`src/rtl/mem_sched_pkg.sv`:
```
// Shared types and constants for the two-port matrix-memory scheduler.
package mem_sched_pkg;

    localparam int DATA_W_DEF = 256;
    localparam int ADDR_W_DEF = 4;
    localparam int DEPTH_DEF  = 8;

    localparam logic RW_STORE = 1'b1;
    localparam logic RW_LOAD  = 1'b0;

    localparam logic PORT_A = 1'b0;
    localparam logic PORT_B = 1'b1;

    typedef enum logic [1:0] {
        IDLE    = 2'd0,
        ISSUE   = 2'd1,
        CAPTURE = 2'd2,
        ACK     = 2'd3
    } state_t;

endpackage

```
`src/rtl/mem_sched_rr_arb2.sv`:
```
// Two-way round-robin arbiter: on a tie the port that was not granted last wins.
module rr_arb2
    import mem_sched_pkg::*;
(
    input  logic [1:0] req,
    input  logic       lastGrant,
    output logic [1:0] grant,
    output logic       grantId
);

    always_comb begin
        grantId = PORT_A;
        if (req == 2'b11) begin
            grantId = ~lastGrant;
        end else if (req[1]) begin
            grantId = PORT_B;
        end
        grant = 2'b00;
        if (|req) begin
            grant = (grantId == PORT_B) ? 2'b10 : 2'b01;
        end
    end

endmodule

```
`src/rtl/mem_sched.sv`:
```
// Round-robin load/store scheduler sequencing one access at a time into the
// 8-entry matrix memory on behalf of port A (execution unit) and port B (host).
module mem_sched
    import mem_sched_pkg::*;
#(
    parameter int DATA_W = DATA_W_DEF,
    parameter int ADDR_W = ADDR_W_DEF,
    parameter int DEPTH  = DEPTH_DEF
) (
    input  logic              clk,
    input  logic              nReset,
    input  logic              reqA,
    input  logic              reqB,
    input  logic              rwA,
    input  logic              rwB,
    input  logic [ADDR_W-1:0] addrA,
    input  logic [ADDR_W-1:0] addrB,
    input  logic [DATA_W-1:0] wdataA,
    input  logic [DATA_W-1:0] wdataB,
    output logic              ackA,
    output logic              ackB,
    output logic              errA,
    output logic              errB,
    output logic [DATA_W-1:0] rdataA,
    output logic [DATA_W-1:0] rdataB,
    output logic              busy,
    output logic [ADDR_W-1:0] memAddr,
    output logic              memnEnable,
    output logic              memReadWrite,
    output logic              memDrive,
    output logic [DATA_W-1:0] memWdata,
    input  logic [DATA_W-1:0] memRdata
);

    state_t              r_state;
    state_t              w_next;
    logic                r_lastGrant;
    logic                r_grantId;
    logic                r_rw;
    logic [ADDR_W-1:0]   r_addr;
    logic [DATA_W-1:0]   r_wdata;
    logic                r_err;
    logic [DATA_W-1:0]   r_rdataA;
    logic [DATA_W-1:0]   r_rdataB;

    logic [1:0]          w_grant;
    logic                w_grantId;
    logic                w_rw;
    logic [ADDR_W-1:0]   w_addr;
    logic [DATA_W-1:0]   w_wdata;
    logic                w_oor;

    rr_arb2 u_arb (
        .req       ({reqB, reqA}),
        .lastGrant (r_lastGrant),
        .grant     (w_grant),
        .grantId   (w_grantId)
    );

    always_comb begin
        w_rw    = (w_grantId == PORT_B) ? rwB    : rwA;
        w_addr  = (w_grantId == PORT_B) ? addrB  : addrA;
        w_wdata = (w_grantId == PORT_B) ? wdataB : wdataA;
        // Compare one bit wider so DEPTH == 2**ADDR_W does not wrap to zero.
        w_oor   = {1'b0, w_addr} >= (ADDR_W + 1)'(DEPTH);
    end

    always_ff @(posedge clk or negedge nReset) begin
        if (!nReset) begin
            r_state <= IDLE;
        end else begin
            r_state <= w_next;
        end
    end

    always_comb begin
        w_next = r_state;
        case (r_state)
            IDLE:    if (|w_grant) w_next = w_oor ? ACK : ISSUE;
            ISSUE:   w_next = (r_rw == RW_STORE) ? ACK : CAPTURE;
            CAPTURE: w_next = ACK;
            ACK:     w_next = IDLE;
            default: w_next = IDLE;
        endcase
    end

    always_ff @(posedge clk or negedge nReset) begin
        if (!nReset) begin
            r_lastGrant <= PORT_B;
            r_grantId   <= PORT_A;
            r_rw        <= RW_LOAD;
            r_addr      <= '0;
            r_wdata     <= '0;
            r_err       <= 1'b0;
            r_rdataA    <= '0;
            r_rdataB    <= '0;
        end else begin
            if (r_state == IDLE && |w_grant) begin
                r_grantId   <= w_grantId;
                r_lastGrant <= w_grantId;
                r_rw        <= w_rw;
                r_addr      <= w_addr;
                r_wdata     <= w_wdata;
                r_err       <= w_oor;
            end
            if (r_state == CAPTURE) begin
                if (r_grantId == PORT_B) begin
                    r_rdataB <= memRdata;
                end else begin
                    r_rdataA <= memRdata;
                end
            end
        end
    end

    always_comb begin
        busy         = (r_state != IDLE);
        ackA         = 1'b0;
        ackB         = 1'b0;
        errA         = 1'b0;
        errB         = 1'b0;
        memnEnable   = 1'b1;
        memReadWrite = RW_LOAD;
        memDrive     = 1'b0;
        memWdata     = '0;
        case (r_state)
            ISSUE: begin
                memnEnable   = 1'b0;
                memReadWrite = r_rw;
                if (r_rw == RW_STORE) begin
                    memDrive = 1'b1;
                    memWdata = r_wdata;
                end
            end
            CAPTURE: memnEnable = 1'b0;
            ACK: begin
                ackA = (r_grantId == PORT_A);
                ackB = (r_grantId == PORT_B);
                errA = (r_grantId == PORT_A) && r_err;
                errB = (r_grantId == PORT_B) && r_err;
            end
            default: ;
        endcase
    end

    assign memAddr = r_addr;
    assign rdataA  = r_rdataA;
    assign rdataB  = r_rdataB;

endmodule
```
`config.mk`:
```
export PLATFORM = sky130hd
export DESIGN_NAME = mem_sched
export DESIGN_NICKNAME = d
export VERILOG_FILES = /design/src/rtl/mem_sched_pkg.sv /design/src/rtl/mem_sched_rr_arb2.sv /design/src/rtl/mem_sched.sv
export SDC_FILE = /design/constraint.sdc
export NUM_CORES = 1
export LEC_CHECK = 0
export ABC_AREA = 1
export ABC_CLOCK_PERIOD_IN_PS = 3000
export CAP_MARGIN = 15
export CORE_AREA = 2 2 614 616
export DETAILED_ROUTE_END_ITERATION = 7
export DIE_AREA = 0 0 616 618
export SLEW_MARGIN = 20
export SYNTH_ARGS = -nofsm -noshare
export SYNTH_HDL_FRONTEND = slang
export SYNTH_SLANG_ARGS = --single-unit
```
`constraint.sdc`:
```
create_clock -name clk -period 3 [get_ports clk]
set_input_delay 0.6 -clock clk [delete_from_list [all_inputs] [get_ports clk]]
set_output_delay 0.6 -clock clk [all_outputs]
set_load 0.03 [all_outputs]
```
* Yosys cells after proc, flatten, opt, wreduce, memory -nomap -nowiden *
Cells that the tools add are included.

storage, ports and cells
  bits in registers = 778
  latch bits = 0
  memory bits (writable) = 0
  memory bits (read-only) = 0
  input bits = 782
  output and inout bits = 780
  logic and storage cells = 48
  memories = 0

cells by class
  add/sub/neg operators = 0
  multiply operators = 0
  div/mod/pow operators = 0
  magnitude comparators = 1
  equal/unequal tests = 5
  shift-type cells = 0
  mux-type cells = 21
  bitwise gates (word level) = 2
  reduce and logical (&&, ||, !) cells = 10

operators with widths
  kind                count
  $mux 256            3
  $mux 1              12
  $mux 2              4
  $pmux 2 s4          1
  $eq 2x2->1 const B  3
  $reduce_or 2->1     3
  $ge 4x4->1 const B  1
  $mux 4              1
  $reduce_and 2->1    2
  $logic_and 1x1->1   3
  $eq 2x1->1 const B  1
  $logic_not 2->1     1
  $ne 2x2->1 const B  1
  $not 1->1           2
  $reduce_bool 2->1   1

* Depth between registers and ports, before layout *
Gate-level depths: netlist of run 1.

  word-level depth = 7
  mapped depth = 9
  depth with buffers taken out = 7

* Cells and area by module *
From an unflattened synthesis of run 1, not the netlist that was laid out.

unflattened totals
  cell total of the unflattened synthesis = 4184
  area, all modules = 33530.9 um2

modules (own cells, without submodules)
  module     times used  cells each  area an instance (um2)  seq. area each (um2)
  mem_sched  1           4178        33505.9                 19444.9
  rr_arb2    1           6           25.0                    0.0

* Worst setup path before layout of run 1 *
No wires, ideal clock.

  path kind = register to output
  start = register r_state[1]
  end = output port memWdata[210]
  arrival time = 1.544 ns
  required time = 2.400 ns
  setup slack = 0.856 ns
  stages on the path, launching flop included = 7
  path buffers = 2
  cells stage by stage = dfrtp_1 > inv_1 > ha_1 > nand2_1 > clkbuf_1 > buf_1 > nor2_1

between the ends
  cells in the longest elaborated chain, start to end = 2

ends and longest elaborated chain
  what                    RTL line          source
  start, declared         mem_sched.sv:35   state_t r_state;
  start signal, assigned  mem_sched.sv:72   r_state <= w_next;
  $eq 2x1->1              mem_sched.sv:126  case (r_state)
  $mux 256                mem_sched.sv:126
  end, declared           mem_sched.sv:31   output logic [DATA_W-1:0] memWdata,

Every way passes these cells.

* Worst setup path in the final report of run 1 *
  start = register r_state[1]
  end = output port memWdata[218]

The elaborated chain is that of the path after synthesis.

==> Flow_metrics.wiki, run 1 <==
{| class="wikitable"
! Metric !! Value
|-
| Yosys warnings || 0
|-
| Number of clock sinks || 777
|-
| Number of placed cells counting well taps || 10.9k
|-
| Data arrival time of the critical path || 2.41 ns
|-
| Number of library cell types mapped by synthesis || 16
|-
| Minimum setup slack in the final design || -0.00788 ns
|-
| Setup Skew || 0.0863 ns
|-
| Overall routing resource usage || 15.4%
|-
| Type of the tightest min-delay check || input port to register
|-
| Die ar. || 0.381 sq mm
|-
| GP Congestion || 0.969
|-
| Peak clock frequency supported by timing || 0.332 GHz
|-
| Buffers from clock root to sink, at most || 4
|-
| Cts bufs inserted || 99
|-
| Dominant cells by area after synthesis || sky130_fd_sc_hd__dfrtp_1, sky130_fd_sc_hd__nand2_1, sky130_fd_sc_hd__o21ai_0
|-
| Number of pins with negative max-slew slack in the final report || 0
|-
| Total wire length after detailed routing || 308000 microns
|-
| Portion of synthesized cell area occupied by the leading cell type || 56.9%
|-
| Kind of end point of the critical path || output pin
|-
| Worst-case vdd ir drop || 633 uV
|-
| Critical hold path startpoint || memRdata[145]
|-
| Static leakage || 28.7 nW
|-
| Number of setup violations in the final report || 2
|-
| First drt pass iteration count || 5
|-
| Placeable Area || 0.374 sq mm
|-
| Number of global-route vias before repair || 34.8k
|-
| Num rows || 225
|-
| Final cycle utilization of the critical path || 100%
|-
| Net count of the finished layout || 6783
|-
| Number of filler cells placed in the layout || 42.3k
|-
| Worst Max-Slew Pin Slew || 0.829 ns
|-
| Detailed-route via count || 36.4k
|-
| Data required time at the worst endpoint || 2.40 ns
|-
| Hold Fails Final Rpt || 0
|-
| Worst-path maximum fanout || 25
|-
| Max_slew headroom || 44.5%
|-
| Htree depth || 3
|-
| Cell type with the highest aggregate area in the netlist || sky130_fd_sc_hd__dfrtp_1
|-
| Worst reg2reg startpoint || r_state[0]
|-
| Die span in y || 618 microns
|-
| Destination of the worst register-to-register timing path || r_wdata[39]
|-
| HPWL after DPL || 267000 microns
|-
| Layout overhead on the synthesized area || 80.6%
|-
| Setup crit start kind || register
|-
| Worst Hold Slack || 0.331 ns
|-
| Hold path endpoint || rdataA[145]
|-
| Register bit total from synthesis || 777
|-
| Instance count along the most critical hold path || 3
|-
| Vias per cell || 3.28
|-
| Maximum number of pins on one net before global-route repair || 129
|-
| Post-route minimum period || 3.01 ns
|-
| Post-Synthesis Cell Area || 0.0341 sq mm
|-
| Wire length of the first global-routing pass || 380000 microns
|-
| Leftover overflow at the end of global routing || 0
|-
| Mapped Avg Cell Area || 7.70 sq um
|-
| Power density cells || 1090 mW/mm^2
|-
| Synthesized netlist net count || 5223
|-
| Routed len/inst || 27.8 microns
|-
| Die Span X || 616 microns
|-
| RSZ-0062 raised after global routing || yes
|-
| Share of the yosys chip area belonging to registers || 57.0%
|-
| Worst setup slack after placement || 0.313 ns
|-
| Violations in the final reports || negative setup slack
|-
| Clock tree from TritonCTS || yes
|-
| Syn Inst Count || 4435
|-
| Later-pin clock latency in the skew report || 0.86 ns
|-
| Clock Root Buffer || sky130_fd_sc_hd__clkbuf_16
|-
| Port Buffer Count || 1561
|-
| Non-Filler Instances || 11.1k
|-
| Initial detailed-routing violation count || 3032
|-
| Worst reg2reg path depth || 9
|-
| Starting density of the core || 9.12%
|-
| Result of the run || finished with violations
|-
| Worst-case register-to-register setup slack || 0.71 ns
|-
| Ratio of cells with drive above 1 in the final layout || 11.0%
|-
| Initial antenna violation count || 228
|-
| Max-cap violation count || 0
|-
| Total DRC errors in the routed layout || 0
|-
| I/O pin count || 1562
|-
| Critical Setup Path Class || register to output pin
|-
| Clk slew on worst S/H paths || 0.06 ns
|-
| Antenna Nets Post-Route || 0
|}
-- power by group --
part	internal, W	leakage, nW	switching, W	total [W]
clock	0.00726	1.61	0.00521	0.0125
sequential	0.0157	9.59	0.00331	0.0190
combinational	0.0118	17.5	0.0238	0.0356
-- metal layers --
| metal | vias up | share of wire (%) | routed length (microns) | track usage (%) |
|---|---|---|---|---|
| met3 | 600 | 12 | 36900 | 7.62 |
| met4 | 178 | 3.9 | 12000 | 4.73 |
| met2 | 1957 | 46 | 142000 | 25.4 |
| met5 | - | 0.39 | 1210 | 0 |
| li1 | 16400 | - | - | - |
| met1 | 17300 | 38 | 116000 | 17.4 |
-- critical path, cell delays in order, from the launching register on --
cell	delay [ns]
sky130_fd_sc_hd__dfrtp_1	0.40
sky130_fd_sc_hd__inv_2	0.09
sky130_fd_sc_hd__ha_4	0.17
sky130_fd_sc_hd__nand2_8	0.10
sky130_fd_sc_hd__buf_16	0.20
sky130_fd_sc_hd__clkbuf_16	0.24
sky130_fd_sc_hd__nor2_1	0.24
sky130_fd_sc_hd__buf_12	0.16
-- cells by family (layout without fill, tap and decap cells) --
logic type      count (synthesis)  in the layout  share of synthesized area, %
buf+inv                       781           2416                          9.31
other cells                     0             27                             0
simple gates                 2354           2355                          25.9
fa+ha+maj                       6              6                         0.220
flops                         777            777                          57.0
compound gates                517            517                          7.59
-- registers in the layout, summed over array words and instances, names as in the netlist --
register	count
r_lastGrant	1
r_rw	1
rdataB	256
r_grantId	1
memAddr	4
r_wdata	256
r_state	2
rdataA	256
-- final cells by class --
cell class | count | area, sq um | area share (%)
well taps | 4994 | 6250 | 10.1
diodes | 27 | 67.6 | 0.110
clock inverters | 38 | 474 | 0.769
clock buffers | 139 | 2830 | 4.59
flip-flops and latches | 777 | 19400 | 31.5
inverters | 526 | 1990 | 3.23
multi-input cells | 2878 | 12100 | 19.6
repair buffers | 1713 | 18500 | 30.1
-- Yosys cell counts --
cell type,number
sky130_fd_sc_hd__ha_1,6
sky130_fd_sc_hd__nand3_1,2
sky130_fd_sc_hd__inv_2,3
sky130_fd_sc_hd__nand2_1,2088
sky130_fd_sc_hd__inv_1,523
sky130_fd_sc_hd__nor2_1,261
sky130_fd_sc_hd__buf_2,96
sky130_fd_sc_hd__o21ai_0,516
sky130_fd_sc_hd__nor3_1,2
sky130_fd_sc_hd__buf_1,7
sky130_fd_sc_hd__nand2_2,1
sky130_fd_sc_hd__clkbuf_1,118
sky130_fd_sc_hd__buf_4,34
sky130_fd_sc_hd__dfstp_2,1
sky130_fd_sc_hd__a21oi_2,1
sky130_fd_sc_hd__dfrtp_1,776
-- layout by cell type (no fill, tap or decap), drive strengths merged, types with 2 or more instances in the layout --
master,netlist,layout
bufinv,0,8
nand2,2089,2090
clkinv,0,19
nand3,2,2
clkdlybuf4s50,0,1246
dlymetal6s2s,0,2
nor3,2,2
o21ai,516,516
ha,6,6
nor2,261,261
clkbuf,118,148
diode,0,27
buf,137,381
dlygate4sd2,0,47
inv,526,531
clkinvlp,0,6
dfrtp,776,776
clkdlybuf4s15,0,27
-- how the worst max path moves through the flow --
stage | slack, ns | cells past startpoint | endpoint | start
after CTS | -0.15 | 6 | memWdata[96] | r_state[0]
after detailed placement | 0.31 | 9 | r_wdata[118] | reqB
after global routing | -0.10 | 7 | memWdata[186] | r_state[1]
after global placement | 0.35 | 5 | r_state[0] | reqB
after floorplan | 0.86 | 6 | memWdata[210] | r_state[1]
final | -0.008 | 7 | memWdata[218] | r_state[1]
-- metrics by stage --
step / setup TNS [ns] / util (%) / total power [W] / cell area (sq um)
3_3_place_gp: 0 / 15.4 / 0.0546 / 57600
3_5_place_dp: 0 / 15.4 / 0.0548 / 57600
6_report: -0.0115 / 16.5 / 0.0670 / 61700
4_1_cts: -5.26 / 16.3 / 0.0678 / 60900
5_1_grt: -3.39 / 16.5 / 0.0710 / 61600
2_1_floorplan: 0 / - / 0.0346 / 34100
-- timing repair --
action | 4_1_cts | 5_1_grt
setup buffers | 3 | 2
resized for setup | 143 | 176
pin swaps | 1 | 1
endpoints found under the hold margin | 33 | 0
hold buffers | 1 | 0
cloned | 0 | 6
setup endpoints to repair | 254 | 139
Power figures use the tool's default switching activity.
==> inputs of run 2 (changes only) <==
--- a/config.mk
+++ b/config.mk
@@ -6,11 +6,11 @@
 export NUM_CORES = 1
 export LEC_CHECK = 0
 export ABC_AREA = 1
-export ABC_CLOCK_PERIOD_IN_PS = 3000
+export ABC_CLOCK_PERIOD_IN_PS = 3600
 export CAP_MARGIN = 15
-export CORE_AREA = 2 2 614 616
+export CORE_AREA = 2 2 615 617
 export DETAILED_ROUTE_END_ITERATION = 7
-export DIE_AREA = 0 0 616 618
+export DIE_AREA = 0 0 617 619
 export SLEW_MARGIN = 20
 export SYNTH_ARGS = -nofsm -noshare
 export SYNTH_HDL_FRONTEND = slang
==> constraint.sdc (replaced) <==
create_clock -name clk -period 3.6 [get_ports clk]
set_input_delay 0.72 -clock clk [delete_from_list [all_inputs] [get_ports clk]]
set_output_delay 0.72 -clock clk [all_outputs]
set_load 0.03 [all_outputs]
==> Flow_metrics.wiki, run 2 (synthesis results as in run 1) <==
{| class="wikitable"
! Metric !! Value
|-
| Initial detailed-routing violation count || 2856 (was 3032)
|-
| Num rows || 225 (unchanged)
|-
| Worst Max-Slew Pin Slew || 0.923 ns (was 0.829 ns)
|-
| Max_slew headroom || 38.5% (was 44.5%)
|-
| Leftover overflow at the end of global routing || 0 (unchanged)
|-
| I/O pin count || 1562 (unchanged)
|-
| Number of global-route vias before repair || 34.3k (was 34.8k)
|-
| First drt pass iteration count || 7 (was 5)
|-
| Later-pin clock latency in the skew report || 0.81 ns (was 0.86 ns)
|-
| Setup Skew || 0.0495 ns (was 0.0863 ns)
|-
| Die span in y || 619 microns (was 618 microns)
|-
| Worst-path maximum fanout || 41 (was 25)
|-
| Number of pins with negative max-slew slack in the final report || 0 (unchanged)
|-
| Cell family with the largest share of critical-path delay || simple AND/OR/NAND/NOR gates (was buffers and inverters)
|-
| Number of setup violations in the final report || 0 (was 2)
|-
| Number of filler cells placed in the layout || 42.5k (was 42.3k)
|-
| Wire length of the first global-routing pass || 362000 microns (was 380000 microns)
|-
| Critical path, cell by cell || inv_1 -> ha_2 -> nand2_8 -> buf_12 -> nor2_1 -> buf_12 (was inv_2 -> ha_4 -> nand2_8 -> buf_16 -> clkbuf_16 -> nor2_1 -> buf_12)
|-
| Clock tree from TritonCTS || yes (unchanged)
|-
| Routed len/inst || 26.1 microns (was 27.8 microns)
|-
| Port Buffer Count || 1561 (unchanged)
|-
| Antenna Nets Post-Route || 0 (unchanged)
|-
| Die ar. || 0.382 sq mm (was 0.381 sq mm)
|-
| Post-CTS repair timing setup buffer count || 0 (was 3)
|-
| Static leakage || 28.3 nW (was 28.7 nW)
|-
| Most frequent standard cell in the layout excluding fill and tap cells || sky130_fd_sc_hd__nand2_1 (unchanged)
|-
| Ratio of cells with drive above 1 in the final layout || 6.13% (was 11.0%)
|-
| CP peak stage delay || 0.48 ns (was 0.40 ns)
|-
| Maximum number of pins on one net before global-route repair || 114 (was 129)
|-
| Vias per cell || 3.25 (was 3.28)
|-
| Htree depth || 3 (unchanged)
|-
| Most common cell on crit path || sky130_fd_sc_hd__buf_12
|-
| Minimum setup slack in the final design || 0.104 ns (was -0.00788 ns)
|-
| Worst-case vdd ir drop || 607 uV (was 633 uV)
|-
| GP Congestion || 0.987 (was 0.969)
|-
| Peak clock frequency supported by timing || 0.286 GHz
|-
| Cts bufs inserted || 99 (unchanged)
|-
| HPWL after DPL || 252000 microns (was 267000 microns)
|-
| Layout overhead on the synthesized area || 74.5% (was 80.6%)
|-
| RSZ-0062 raised after global routing || no (was yes)
|-
| Sum of internal, switching and leakage power || 0.0535 W (was 0.0670 W)
|-
| Number of buffers and inverters on the critical path || 3 (was 4)
|-
| Die Span X || 617 microns (was 616 microns)
|-
| Critical Setup Path Class || register to output pin (unchanged)
|-
| Max-cap violation count || 0 (unchanged)
|-
| Accumulated negative setup slack || 0 ns (was -0.0115 ns)
|-
| Data arrival time of the critical path || 2.78 ns (was 2.41 ns)
|-
| Total wire length after detailed routing || 290000 microns (was 308000 microns)
|-
| Data required time at the worst endpoint || 2.88 ns (was 2.40 ns)
|-
| Result of the run || complete, no violations (was finished with violations)
|-
| Kind of end point of the critical path || output pin (unchanged)
|-
| Worst setup slack after placement || 0.405 ns (was 0.313 ns)
|-
| Initial antenna violation count || 263 (was 228)
|-
| Top library cells by usage in the layout, fill and taps aside || sky130_fd_sc_hd__nand2_1, sky130_fd_sc_hd__clkdlybuf4s50_1, sky130_fd_sc_hd__dfrtp_1 (unchanged)
|-
| Post-route minimum period || 3.50 ns
|-
| Hold Fails Final Rpt || 0 (unchanged)
|-
| Overall routing resource usage || 14.6% (was 15.4%)
|-
| Highest-delay cell along the critical path || sky130_fd_sc_hd__nor2_1 (was sky130_fd_sc_hd__dfrtp_1)
|-
| Setup crit start kind || register (unchanged)
|-
| Type of the tightest min-delay check || register to register (was input port to register)
|-
| Clock Root Buffer || sky130_fd_sc_hd__clkbuf_16 (unchanged)
|-
| Detailed-route via count || 36.0k (was 36.4k)
|-
| Starting density of the core || 9.11% (was 9.12%)
|-
| Number of clock sinks || 777 (unchanged)
|-
| Power density cells || 898 mW/mm^2 (was 1090 mW/mm^2)
|-
| Buffers from clock root to sink, at most || 4 (unchanged)
|-
| Worst-case register-to-register setup slack || 1.26 ns (was 0.71 ns)
|-
| Placeable Area || 0.375 sq mm (was 0.374 sq mm)
|-
| Final cycle utilization of the critical path || 97.1%
|-
| Total DRC errors in the routed layout || 0 (unchanged)
|-
| Clk slew on worst S/H paths || 0.06 ns (about the same)
|-
| Net count of the finished layout || 6737 (was 6783)
|}
==> run 2: cell count changes in the layout (fill, tap and decap cells not counted), sizes merged, moves of 10 or more <==
cell,previous run,this run
buf,381,201
clkdlybuf4s15,27,0
clkbuf,148,138
diode,27,62
dlygate4sd2,47,164
clkdlybuf4s50,1246,1302
==> run 2: routing by layer <==
layer	GRT usage [%]	routed length [microns]	part of all wire (%)
met1	16.0	107000	37
met2	23.3	130000	45
met3	8.53	40300	14
met4	5.05	11700	4.1
met5	0	1110	0.38
==> run 2: area by class of cell <==
cell class / count / area [sq um] / area share (%)
Antenna cell: 62 / 155 / 0.261
Sequential cell: 777 / 19400 / 32.7
Inverter: 526 / 1990 / 3.34
Clock inverter: 37 / 382 / 0.641
Timing Repair Buffer: 1668 / 16900 / 28.4
Clock buffer: 138 / 2840 / 4.76
Multi-Input combinational cell: 2877 / 11600 / 19.4
Tap cell: 4994 / 6250 / 10.5
==> run 2: worst paths after layout <==
path / startpoint / to / cells past startpoint
setup / recovery: r_state[1] / memWdata[52] / 6
hold / removal: r_wdata[125] / r_wdata[125] / 2
setup reg to reg: r_state[0] / rdataB[146] / 5
hold reg to reg: r_wdata[125] / r_wdata[125] / 2
max in group asynchronous: nReset / rdataB[186] / 4
min in group asynchronous: nReset / rdataB[91] / 2
==> run 2: stage by stage <==
| step | hold WS (ns) | std cells | cell area (sq um) | utilization [%] |
|---|---|---|---|---|
| 2_1_floorplan | 0.424 | 4435 | 34100 | - |
| 3_3_place_gp | 0.462 | 10800 | 56400 | 15.0 |
| 3_5_place_dp | 0.465 | 10800 | 56400 | 15.0 |
| 4_1_cts | 0.387 | 11000 | 59400 | 15.9 |
| 5_1_grt | 0.440 | 11000 | 59500 | 15.9 |
| 6_report | 0.477 | 11100 | 59500 | 15.9 |
==> run 2: worst reg2reg max path, stage by stage (launching register included) <==
cell and delay (ns):
sky130_fd_sc_hd__dfrtp_1 0.44, sky130_fd_sc_hd__inv_1 0.12, sky130_fd_sc_hd__ha_1 0.28, sky130_fd_sc_hd__nand2_4 0.64, sky130_fd_sc_hd__buf_12 0.50, sky130_fd_sc_hd__o21ai_0 0.25
==> run 2: power by group <==
part / switching, W / leakage, nW / total [W] / internal, W
Clock: 0.00425 / 1.59 / 0.0101 / 0.00586
Sequential: 0.00262 / 9.60 / 0.0157 / 0.0131
Combinational: 0.0185 / 17.1 / 0.0277 / 0.00916
==> run 2: repair_timing <==
item,CTS,global route
gates cloned,0,0
endpoints found under the setup margin,168,5
gates resized for setup,168,1
hold buffers,1,0
endpoints found under the hold margin,35,0
